## config.mk

```make
export PLATFORM = sky130hd
export DESIGN_NAME = pfd_tdc
export DESIGN_NICKNAME = d
export VERILOG_FILES = /design/src/rtl/pfd_tdc.sv
export SDC_FILE = /design/constraint.sdc
export NUM_CORES = 1
export LEC_CHECK = 0
export CORE_MARGIN = 3
export CORE_UTILIZATION = 55
export DETAILED_ROUTE_END_ITERATION = 7
export PLACE_DENSITY = 0.89
export SLEW_MARGIN = 15
export SYNTH_ARGS = -nofsm -noshare
export SYNTH_HDL_FRONTEND = slang
export SYNTH_SLANG_ARGS = --single-unit
```

## constraint.sdc

```tcl
create_clock -name clk -period 2.9 [get_ports clk]
set_clock_uncertainty 0.05 [all_clocks]
set_input_delay 0.58 -clock clk [delete_from_list [all_inputs] [get_ports clk]]
set_output_delay 0.58 -clock clk [all_outputs]
set_load 0.01 [all_outputs]
```

## src/rtl/pfd_tdc.sv

```systemverilog
// -----------------------------------------------------------------------------
// pfd_tdc -- phase/frequency detector with a time-to-digital counter.
//
// The reference clock `in` and the feedback clock `fb` are asynchronous to
// `clk`. Each is brought into the clk domain, its rising edges are turned into
// one-cycle pulses (eu for in, ed for fb), and a three-state FSM measures how
// many clk cycles separate the leading edge from the lagging one. The result
// is a signed error: positive when the reference leads, negative when the
// feedback leads.
//
// Optional feature (compile-time macro PFD_TDC_LOCK_DET_EN):
//   when defined, a lock detector counts consecutive small, unsaturated
//   results and raises `lock`; when undefined, `lock` is tied low and no lock
//   logic exists.
//
// Parameters
//   CNT_W        width of the magnitude counter (clk cycles)
//   SYNC_STAGES  synchroniser depth on in and fb (>= 2)
//   LOCK_WIN     largest |err| treated as in-lock
//   LOCK_CYCLES  consecutive in-window results needed to assert lock
//
// Ports
//   clk        in   sampling clock, all state on its rising edge
//   rst        in   asynchronous active-high reset
//   in         in   asynchronous reference clock
//   fb         in   asynchronous feedback (divided DCO) clock
//   enable     in   detector enable (synchronous to clk)
//   flagu      out  high while the reference leads
//   flagd      out  high while the feedback leads
//   err        out  signed phase error in clk cycles, held between strobes
//   err_valid  out  one-cycle strobe qualifying err
//   sat        out  sticky counter-saturation flag
//   lock       out  lock indication
//
// Latency: err_valid rises SYNC_STAGES+2 cycles after the closing edge is
// captured by the first synchroniser flop.
// -----------------------------------------------------------------------------
module pfd_tdc #(
    parameter int CNT_W       = 8,
    parameter int SYNC_STAGES = 2,
    parameter int LOCK_WIN    = 2,
    parameter int LOCK_CYCLES = 16
) (
    input  logic                    clk,
    input  logic                    rst,
    input  logic                    in,
    input  logic                    fb,
    input  logic                    enable,
    output logic                    flagu,
    output logic                    flagd,
    output logic signed [CNT_W:0]   err,
    output logic                    err_valid,
    output logic                    sat,
    output logic                    lock
);

    if (SYNC_STAGES < 2 || LOCK_WIN < 0 || LOCK_CYCLES < 1) begin : g_bad_params
        $error("pfd_tdc: illegal parameter set");
    end

    localparam logic [CNT_W-1:0] CNT_MAX = '1;

    typedef enum logic [1:0] {
        IDLE = 2'd0,
        UP   = 2'd1,
        DN   = 2'd2
    } state_t;

    // Saturating increment: the counter sticks at its maximum, never wraps.
    function automatic logic [CNT_W-1:0] sat_inc(input logic [CNT_W-1:0] v);
        return (v == CNT_MAX) ? v : v + 1'b1;
    endfunction

    // ---------------------------------------------------------------------
    // Synchronisers and registered rising-edge detectors.
    // The detector registers the synchroniser output (cap) and keeps one
    // cycle of history (hist); the pulse itself is a register as well.
    // ---------------------------------------------------------------------
    logic [SYNC_STAGES-1:0] sync_in_q, sync_fb_q;
    logic                   cap_in_q, cap_fb_q;
    logic                   hist_in_q, hist_fb_q;
    logic                   eu_q, ed_q;

    always_ff @(posedge clk or posedge rst) begin
        if (rst) begin
            sync_in_q <= '0;
            sync_fb_q <= '0;
            cap_in_q  <= 1'b0;
            cap_fb_q  <= 1'b0;
            hist_in_q <= 1'b0;
            hist_fb_q <= 1'b0;
            eu_q      <= 1'b0;
            ed_q      <= 1'b0;
        end else begin
            sync_in_q <= {sync_in_q[SYNC_STAGES-2:0], in};
            sync_fb_q <= {sync_fb_q[SYNC_STAGES-2:0], fb};
            cap_in_q  <= sync_in_q[SYNC_STAGES-1];
            cap_fb_q  <= sync_fb_q[SYNC_STAGES-1];
            hist_in_q <= cap_in_q;
            hist_fb_q <= cap_fb_q;
            eu_q      <= cap_in_q & ~hist_in_q;
            ed_q      <= cap_fb_q & ~hist_fb_q;
        end
    end

    // ---------------------------------------------------------------------
    // Measurement FSM and counter.
    // ---------------------------------------------------------------------
    state_t                 state_q, state_d;
    logic [CNT_W-1:0]       cnt_q, cnt_d;
    logic signed [CNT_W:0]  err_q, err_d;
    logic                   err_valid_q, err_valid_d;
    logic                   sat_q, sat_d;
    logic                   flagu_q, flagd_q;
    logic                   en_q;

    always_comb begin
        state_d     = state_q;
        cnt_d       = cnt_q;
        err_d       = err_q;
        err_valid_d = 1'b0;
        sat_d       = sat_q;

        // en_q low marks the first enabled cycle: pulses landing there are
        // dropped so a measurement always starts cleanly from IDLE.
        if (!enable || !en_q) begin
            state_d = IDLE;
            cnt_d   = '0;
        end else begin
            case (state_q)
                IDLE: begin
                    if (eu_q && ed_q) begin
                        err_d       = '0;
                        err_valid_d = 1'b1;
                    end else if (eu_q) begin
                        state_d = UP;
                        cnt_d   = CNT_W'(1);
                    end else if (ed_q) begin
                        state_d = DN;
                        cnt_d   = CNT_W'(1);
                    end
                end
                UP: begin
                    if (ed_q) begin
                        err_d       = $signed({1'b0, cnt_q});
                        err_valid_d = 1'b1;
                        // A coincident reference edge opens the next cycle.
                        if (eu_q) begin
                            state_d = UP;
                            cnt_d   = CNT_W'(1);
                        end else begin
                            state_d = IDLE;
                            cnt_d   = '0;
                        end
                    end else begin
                        // Extra reference edges (frequency error) keep counting.
                        cnt_d = sat_inc(cnt_q);
                    end
                end
                DN: begin
                    if (eu_q) begin
                        err_d       = -$signed({1'b0, cnt_q});
                        err_valid_d = 1'b1;
                        if (ed_q) begin
                            state_d = DN;
                            cnt_d   = CNT_W'(1);
                        end else begin
                            state_d = IDLE;
                            cnt_d   = '0;
                        end
                    end else begin
                        cnt_d = sat_inc(cnt_q);
                    end
                end
                default: begin
                    state_d = IDLE;
                    cnt_d   = '0;
                end
            endcase
        end

        if (cnt_d == CNT_MAX) begin
            sat_d = 1'b1;
        end
    end

    always_ff @(posedge clk or posedge rst) begin
        if (rst) begin
            state_q     <= IDLE;
            cnt_q       <= '0;
            err_q       <= '0;
            err_valid_q <= 1'b0;
            sat_q       <= 1'b0;
            flagu_q     <= 1'b0;
            flagd_q     <= 1'b0;
            en_q        <= 1'b0;
        end else begin
            state_q     <= state_d;
            cnt_q       <= cnt_d;
            err_q       <= err_d;
            err_valid_q <= err_valid_d;
            sat_q       <= sat_d;
            flagu_q     <= (state_d == UP);
            flagd_q     <= (state_d == DN);
            en_q        <= enable;
        end
    end

    assign flagu     = flagu_q;
    assign flagd     = flagd_q;
    assign err       = err_q;
    assign err_valid = err_valid_q;
    assign sat       = sat_q;

`ifdef PFD_TDC_LOCK_DET_EN
    // ---------------------------------------------------------------------
    // Lock detector: evaluated on the same edge that registers err_valid,
    // so lock changes together with the strobe that caused it.
    // ---------------------------------------------------------------------
    localparam int LK_W = $clog2(LOCK_CYCLES + 1);

    logic [LK_W-1:0] lk_cnt_q, lk_cnt_d;
    logic            lock_q, lock_d;
    logic            in_win;

    function automatic logic [CNT_W:0] err_mag(input logic signed [CNT_W:0] e);
        return e[CNT_W] ? $unsigned(-e) : $unsigned(e);
    endfunction

    always_comb begin
        lk_cnt_d = lk_cnt_q;
        lock_d   = lock_q;
        in_win   = (err_mag(err_d) <= (CNT_W+1)'(LOCK_WIN)) && !sat_d;
        if (err_valid_d) begin
            if (in_win) begin
                if (lk_cnt_q != LK_W'(LOCK_CYCLES)) begin
                    lk_cnt_d = lk_cnt_q + 1'b1;
                end
                lock_d = (lk_cnt_d == LK_W'(LOCK_CYCLES));
            end else begin
                lk_cnt_d = '0;
                lock_d   = 1'b0;
            end
        end
    end

    always_ff @(posedge clk or posedge rst) begin
        if (rst) begin
            lk_cnt_q <= '0;
            lock_q   <= 1'b0;
        end else begin
            lk_cnt_q <= lk_cnt_d;
            lock_q   <= lock_d;
        end
    end

    assign lock = lock_q;
`else
    assign lock = 1'b0;
`endif

endmodule
```

# Word level (Yosys, flattened, before mapping)
# Cells that the tools add are included.
[classes]
n_eq_ne = 9
reduce_logical = 7
multipliers = 0
n_shift = 0
div_mod_pow = 0
order_cmp = 0
muxes = 28
bitwise_logic = 5
addsub = 2
[op_table]
columns = ["operator", "count"]
rows = [
  ["2-to-1 mux 8 bit", 7],
  ["2-to-1 mux 9 bit", 3],
  ["case mux 9 bit (3 select lines)", 1],
  ["case mux 8 bit (3 select lines)", 1],
  ["equality test 8 bit, second input constant", 2],
  ["2-to-1 mux 2 bit", 7],
  ["negator 8 -> 9 bit", 1],
  ["adder 8 x 1 -> 8 bit, second input constant", 1],
  ["2-to-1 mux 1 bit", 7],
  ["!= test 2 bit, second input constant", 3],
  ["case mux 2 bit (3 select lines)", 1],
  ["AND reduction 5 bit", 1],
  ["equality test 2 x 1 -> 1 bit, second input constant", 2],
  ["equality test 2 bit, second input constant", 2],
  ["NOT 1 bit", 3],
  ["case mux 1 bit (3 select lines)", 1],
  ["nonzero test 3 bit", 1],
  ["bitwise AND 1 bit", 2],
  ["logical NOT 1 bit", 2],
  ["logical NOT 2 bit", 1],
  ["logical AND 1 bit", 1],
  ["logical OR 1 bit", 1],
]
[word_totals]
mem_bits_ro = 0
latchBits = 0
wordCells = 67
reg_bits = 34
memories = 0
output_inout_bits = 14
mem_bits_rw = 0
input_bits = 5

# Logic depth before layout (Yosys ltp)
# Gate-level depths: netlist of run 1.
[logic_depth]
word_depth = 6
mapped_depth = 8
mapped_depth_nobuf = 7

# Worst setup path after synthesis of run 1
# Ideal clock, no wire load.
[synth_timing]
kind = "register to register"
start = "reg state_q[1]"
end = "reg sat_q, in the netlist sat"
path_stages_with_launch = 8
path_slack_ns = 0.833
required_ns = 2.746
synth_period_minus_slack_ns = 2.067
setup_time_ns = 0.104
path_buffers = 0
t_arrival_ns = 1.913
cell_sequence = "dfrtp_1 inv_1 ha_1 nor2b_4 nor2_2 o221ai_2 or4b_1 o41ai_2"
[synth_via]
elab_chain_len = 4
word_cells_on_any_way = 6
classes_between = "eq/ne: 3; mux: 2; reduce/logical: 1"
[synth_rtl]
columns = ["element", "line", "rtl"]
rows = [
  ["from (decl)", "109", "state_t state_q, state_d;"],
  ["from (signal assigned)", "198", "state_q <= state_d;"],
  ["equality test 2 bit (tied with other cells)", "130", "case (state_q)"],
  ["case mux 8 bit (3 select lines) (*)", "130", ""],
  ["2-to-1 mux 8 bit (*)", "126", "if (!enable || !en_q) begin"],
  ["equality test 8 bit (*)", "182", "if (cnt_d == CNT_MAX) begin"],
  ["to (signal assigned)", "202", "sat_q <= sat_d;"],
  ["to (decl)", "113", "logic sat_q, sat_d;"],
]
# Mark *: on every way between the ends. The rest lies on a longest branch, timed or not.
# A chain may end at the register's enable or synchronous reset.

# Worst setup path after layout of run 1
# Same ends and word-level chain as after synthesis.

==> run metrics, run 1 <==
Pint=632 uW; CP endpoint kind=flip-flop; ys flop type=dfrtp_1; GP Congestion=slightly below 0.9; via count=1528; hold buffer count at CTS=0; Post-CTS Setup Bufs=0; drt wl/cell=16.6 microns; status=finished clean; Static Leak=0.000896 uW; total power=848 uW; Placed Instances=235; Post-CTS Resized=0; fin nets=209; count of warnings emitted by yosys=0; Syn Nets=195; Hold Crit Class=flip-flop to flip-flop; total power per unit cell area=403 nW/um^2; Syn Area/Cell=slightly above 10 sq um; maxcap violations=0; Placed Instance Area=2040 sq um; core area=approximately 3200 sq um; cells after synthesis=~180; H-tree depth=2; combinational family with the most area after synthesis=compound AO/OA/AOI/OAI gates; largest net degree at the start of global routing=22; total routing usage reported by global routing=21.6%; starting density of the core=59.6%; Adder-Cell Fraction of Synth Area=roughly 4%; maximum vdd ir drop=0.293 mV; Sink Count=34; clock power share=32.3%; Post-route DRC=0; number of global-route vias before repair=1544; n_diodes=0; CTS buffer count=5; Synth Area in Simple Gates=20.4%; post-synthesis mux area share=0%; Pre-antenna DRT Iters=4; crit path launch type=flip-flop; Synth Area in Compound Gates=23.2%; I/O Pins=19; Iter 0 DRT Violations=roughly 190; switching power=around 220 uW; logic gate share of total power=9.4%; clock tree buffer depth=2; Worst EP required=slightly above 3000 ps; antenna violations before repair=0; Post-synth top cells=dfrtp_1 (34), inv_1 (13), nand2_1 (10), o21ai_0 (10); WS Path Type=flip-flop to flip-flop; wirelength, routed=between 4000 and 5000 microns; largest cells by area after synthesis=dfrtp_1 (45%), ha_1 (4.0%), a221o_1 (3.2%); final hold viol count=0; clock-pin slew on the worst setup and hold paths=100 ps; cell row count=20; Tmin final=2500 ps; width of the die=64.5 microns; Cell variety after synth=53; Crit Path Max Fanout=12; part of the power in registers=58.4%; Yosys top cell area share=45.2%; sw frac=around 25%; Setup violations, final=0; Clk Latency, worst-skew pair=350 ps; max-slew violations=0; RSZ-0062 raised after global routing=no; layout cells sized above 1=10.6%; xor and xnor fraction of the mapped netlist area=0%; Arr. time, crit path=2700 ps; full die area=approximately 4200 sq um; vias per std cell=6.29; fmax=399 MHz; first-pass GRT wire length=about 7000 microns; sequential share of the synthesized area=between 40% and 50%; Post-synth ARST share=100%; EDFF count, synth=0; CTS tree=yes; root buf cell=clkbuf_4; input/output buffers=17; Mapped Area=1880 sq um; Fillers=257; ANT nets after route=0; Die Y=about 64 microns; DPL Wire Length=2930 microns; cell taking the most area after synthesis=dfrtp_1; setup ws final=396 ps; Area growth syn-to-layout=11.8%; GRT overflow=0; pre-CTS setup slack=400 ps; Tcrit/Tclk final=86.3%; most common cell in the netlist=dfrtp_1; post-route cell area=2100 sq um; Layout Cells excl Fill=243; TNS Setup=0 ps; register bit total from synthesis=34
-- worst max-delay path: stages (launching register included) --
cell and delay [ps]:
dfrtp_1 410, inv_1 130, ha_1 310, inv_1 160
o22ai_4 340, a41oi_1 190, or4b_1 550, o41ai_2 280
-- kinds of logic (layout without fill, tap and decap cells) --
logic type	after synthesis	in the layout
other	1	1
adders and majority gates	6	6
AOI/OAI and AO/OA	54	54
and+or+nand+nor	63	63
buffers and inverters	26	41
DFF	34	34
-- flip-flops by register name, indices dropped and copies added (netlist names), 2 cells and up --
name,cells
sync_fb_q,2
state_q,2
sync_in_q,2
err,9
cnt_q,8
-- power by group through the flow --
stage	clock (uW)	combinational, uW	sequential [uW]
2_1_floorplan	0	63.0	498
3_3_place_gp	0	74.6	503
3_5_place_dp	0	78.8	504
4_1_cts	274	79.2	495
5_1_grt	293	88.7	497
6_report	273	79.3	495
-- metal layers --
| layer | wire [microns] | up-vias | global-route usage (%) | share of wire [%] |
|---|---|---|---|---|
| met5 | 0 | - | 0 | 0 |
| met4 | 108 | 0 | 11.1 | 2.7 |
| met3 | 235 | 14 | 5.03 | 5.8 |
| met2 | 1920 | 58 | 35.2 | 48 |
| met1 | 1760 | 744 | 26.8 | 44 |
| li1 | - | 712 | - | - |
-- final cells by class --
| class | count | area, sq um | share of cell area (%) |
|---|---|---|---|
| Timing Repair Buffer | 19 | 185 | 8.80 |
| Clock inverter | 1 | 5.00 | 0.238 |
| Multi-Input combinational cell | 124 | 900 | 42.8 |
| Tap cell | 44 | 55.1 | 2.62 |
| Inverter | 14 | 52.6 | 2.50 |
| Sequential cell | 34 | 851 | 40.5 |
| Clock buffer | 7 | 55.1 | 2.62 |
-- through the flow --
step | hold slack, ps | utilization [%]
global route | 328 | 66.7
finish | 305 | 66.7
floorplan | 281 | -
detailed placement | 285 | 64.8
CTS | 308 | 66.7
global placement | 283 | 64.8
-- final timing paths --
check / cells past startpoint / slack (ps) / endpoint / start
worst max-delay path: 7 / 400 / sat / state_q[1]
worst min-delay path: 0 / 310 / sync_fb_q[1] / sync_fb_q[0]
worst max register to register: 7 / 400 / sat / state_q[1]
worst min register to register: 0 / 310 / sync_fb_q[1] / sync_fb_q[0]
max in group asynchronous: 3 / 1650 / eu_q / rst
min in group asynchronous: 2 / 500 / err[6] / rst
-- placed cells by master, fill, tap and decap left out, types with 2 or more instances in the layout --
cell type / instances
a211oi_1: 2
a21oi_1: 3
a221o_1: 6
a221oi_1: 2
a222oi_1: 2
a22o_1: 2
a22oi_1: 2
and2_1: 4
and3_1: 5
and4_1: 2
buf_4: 2
clkbuf_4: 5
clkdlybuf4s50_1: 17
dfrtp_1: 34
ha_1: 6
inv_1: 13
nand2_1: 10
nand2b_1: 2
nand3_1: 6
nand4_1: 3
nor2_1: 6
nor2b_1: 4
nor2b_4: 2
nor3_1: 5
nor3b_1: 4
o2111ai_1: 2
o21ai_0: 10
o21ai_1: 3
o21bai_1: 2
o31ai_1: 3
o32ai_1: 2
or3_1: 5
(Power assumes the default switching activity.)
==> inputs of run 2 (changes only) <==
--- a/config.mk
+++ b/config.mk
@@ -5,6 +5,7 @@
 export SDC_FILE = /design/constraint.sdc
 export NUM_CORES = 1
 export LEC_CHECK = 0
+export CORE_ASPECT_RATIO = 1.4
 export CORE_MARGIN = 3
 export CORE_UTILIZATION = 55
 export DETAILED_ROUTE_END_ITERATION = 7
==> constraint.sdc (replaced) <==
create_clock -name clk -period 2.9 [get_ports clk]
set_clock_uncertainty 0.05 [all_clocks]
set_input_delay 0.58 -clock clk [delete_from_list [all_inputs] [get_ports clk]]
set_output_delay 0.58 -clock clk [all_outputs]
set_load 0.05 [all_outputs]
==> run 2 against run 1 <==
Via count up 3.5%. Total power up 13%. Sequential cell count unchanged. Largest power group unchanged. Highest routed layer unchanged.
==> run metrics, run 2 (synthesis results as in run 1) <==
status=finished clean; RSZ-0062 raised after global routing=no; CP endpoint kind=flip-flop; H-tree depth=2; most common cell after layout, fill and taps aside=dfrtp_1; fin nets=about 210; input/output buffers=17; Rel. slew slack=66.3%; Post-CTS Resized=0; ANT nets after route=0; crit-path leading delay family=compound AO/OA/AOI/OAI gates; commonest cells after routing, fill and taps aside=dfrtp_1 (34), clkdlybuf4s50_1 (17), inv_1 (13), o21ai_0 (10), nand2_1 (10); GP Congestion=~0.93; wirelength, routed=4360 microns; antenna violations before repair=0; clock tree buffer depth=2; maximum vdd ir drop=0.569 mV; number of global-route vias before repair=~1600; GRT overflow=0; CTS tree=yes; starting density of the core=59.1%; Tmin final=2590 ps; Static Leak=0.000908 uW; CP most frequent cell=inv_1; full die area=4170 sq um; total power=roughly 960 uW; cell row count=24; Placed Instances=230; Setup violations, final=0; Fillers=277; Sink Count=34; Crit Path Max Fanout=12; first-pass GRT wire length=7490 microns; clock-pin slew on the worst setup and hold paths=70 ps; Slowest cell on crit path=or4b_1; Largest register FFs=9; CP bufs+invs=2; DPL Wire Length=3150 microns; Placed Instance Area=2040 sq um; maxcap violations=0; Tcrit/Tclk final=89.2%; Hold Crit Class=flip-flop to flip-flop; total power per unit cell area=448 nW/um^2; hold buffer count at CTS=0; Post-CTS Setup Bufs=0; worst slew pin tran=504 ps; max incr delay on CP=550 ps; via count=1582; Layout Cells excl Fill=238; Arr. time, crit path=about 2700 ps; largest net degree at the start of global routing=35; TNS Setup=0 ps; worst hold slack=just over 300 ps; final hold viol count=0; core area=3180 sq um; Worst EP required=3040 ps; Iter 0 DRT Violations=70; root buf cell=clkbuf_8; Pre-antenna DRT Iters=5; total routing usage reported by global routing=23.2%; WS Path Type=flip-flop to flip-flop; Clk Latency, worst-skew pair=300 ps; area of the multi-input gates=900 sq um; CP Cell Sequence=inv_1, ha_1, inv_1, o22ai_4, a41oi_1, or4b_1, o41ai_2; Post-route DRC=0; width of the die=about 55 microns; drt wl/cell=18.3 microns; I/O Pins=19; CTS buffer count=5; fmax=386 MHz; n_diodes=0; max-slew violations=0; layout cells sized above 1=11.1%; register area=851 sq um; Area growth syn-to-layout=13.4%; vias per std cell=6.65; crit path launch type=flip-flop; Die Y=~75 microns; post-route cell area=2130 sq um
run 2: layout make-up:
type / instances / area share (%)
Multi-Input combinational cell: 124 / 42.2
Sequential cell: 34 / 39.9
Timing Repair Buffer: 19 / 8.69
Clock buffer: 6 / 3.87
Inverter: 14 / 2.46
Tap cell: 39 / 2.29
Clock inverter: 2 / 0.587
run 2: layer usage:
| metal | wire length, microns | GRT usage [%] | share of wire (%) |
|---|---|---|---|
| met1 | 1690 | 25.6 | 39 |
| met2 | 2210 | 41.1 | 51 |
| met3 | 294 | 5.66 | 6.7 |
| met4 | 161 | 13.5 | 3.7 |
| met5 | 0 | 0 | 0 |
run 2: final timing paths:
kind | from | endpoint | slack [ps] | cells after the start
setup / recovery | state_q[1] | sat | 310 | 7
hold / removal | sync_fb_q[0] | sync_fb_q[1] | 300 | 0
setup reg to reg | state_q[1] | sat | 310 | 7
hold reg to reg | sync_fb_q[0] | sync_fb_q[1] | 300 | 0
max in group asynchronous | rst | sat | 1860 | 3
min in group asynchronous | rst | err[8] | 620 | 3
run 2: metrics by stage:
stage / worst slack [ps] / utilization (%)
floorplan: 833 / -
global placement: 460 / 64.0
detailed placement: 218 / 64.0
CTS: 381 / 67.0
global route: 208 / 67.0
finish: 312 / 67.0
run 2: report_power, final:
group          leakage (uW)  switching [uW]  internal (uW)
sequential         0.000446            11.6            484
combinational      0.000415            54.9           30.9
clock             0.0000472             184            191
run 2: worst reg2reg max path: cells and delay by family (launching register included):
family                     cells  cell delay [ps]
AOI/OAI and AO/OA              3              810
and+or+nand+nor                1              550
DFF                            1              410
adders and majority gates      1              330
buffers and inverters          2              320
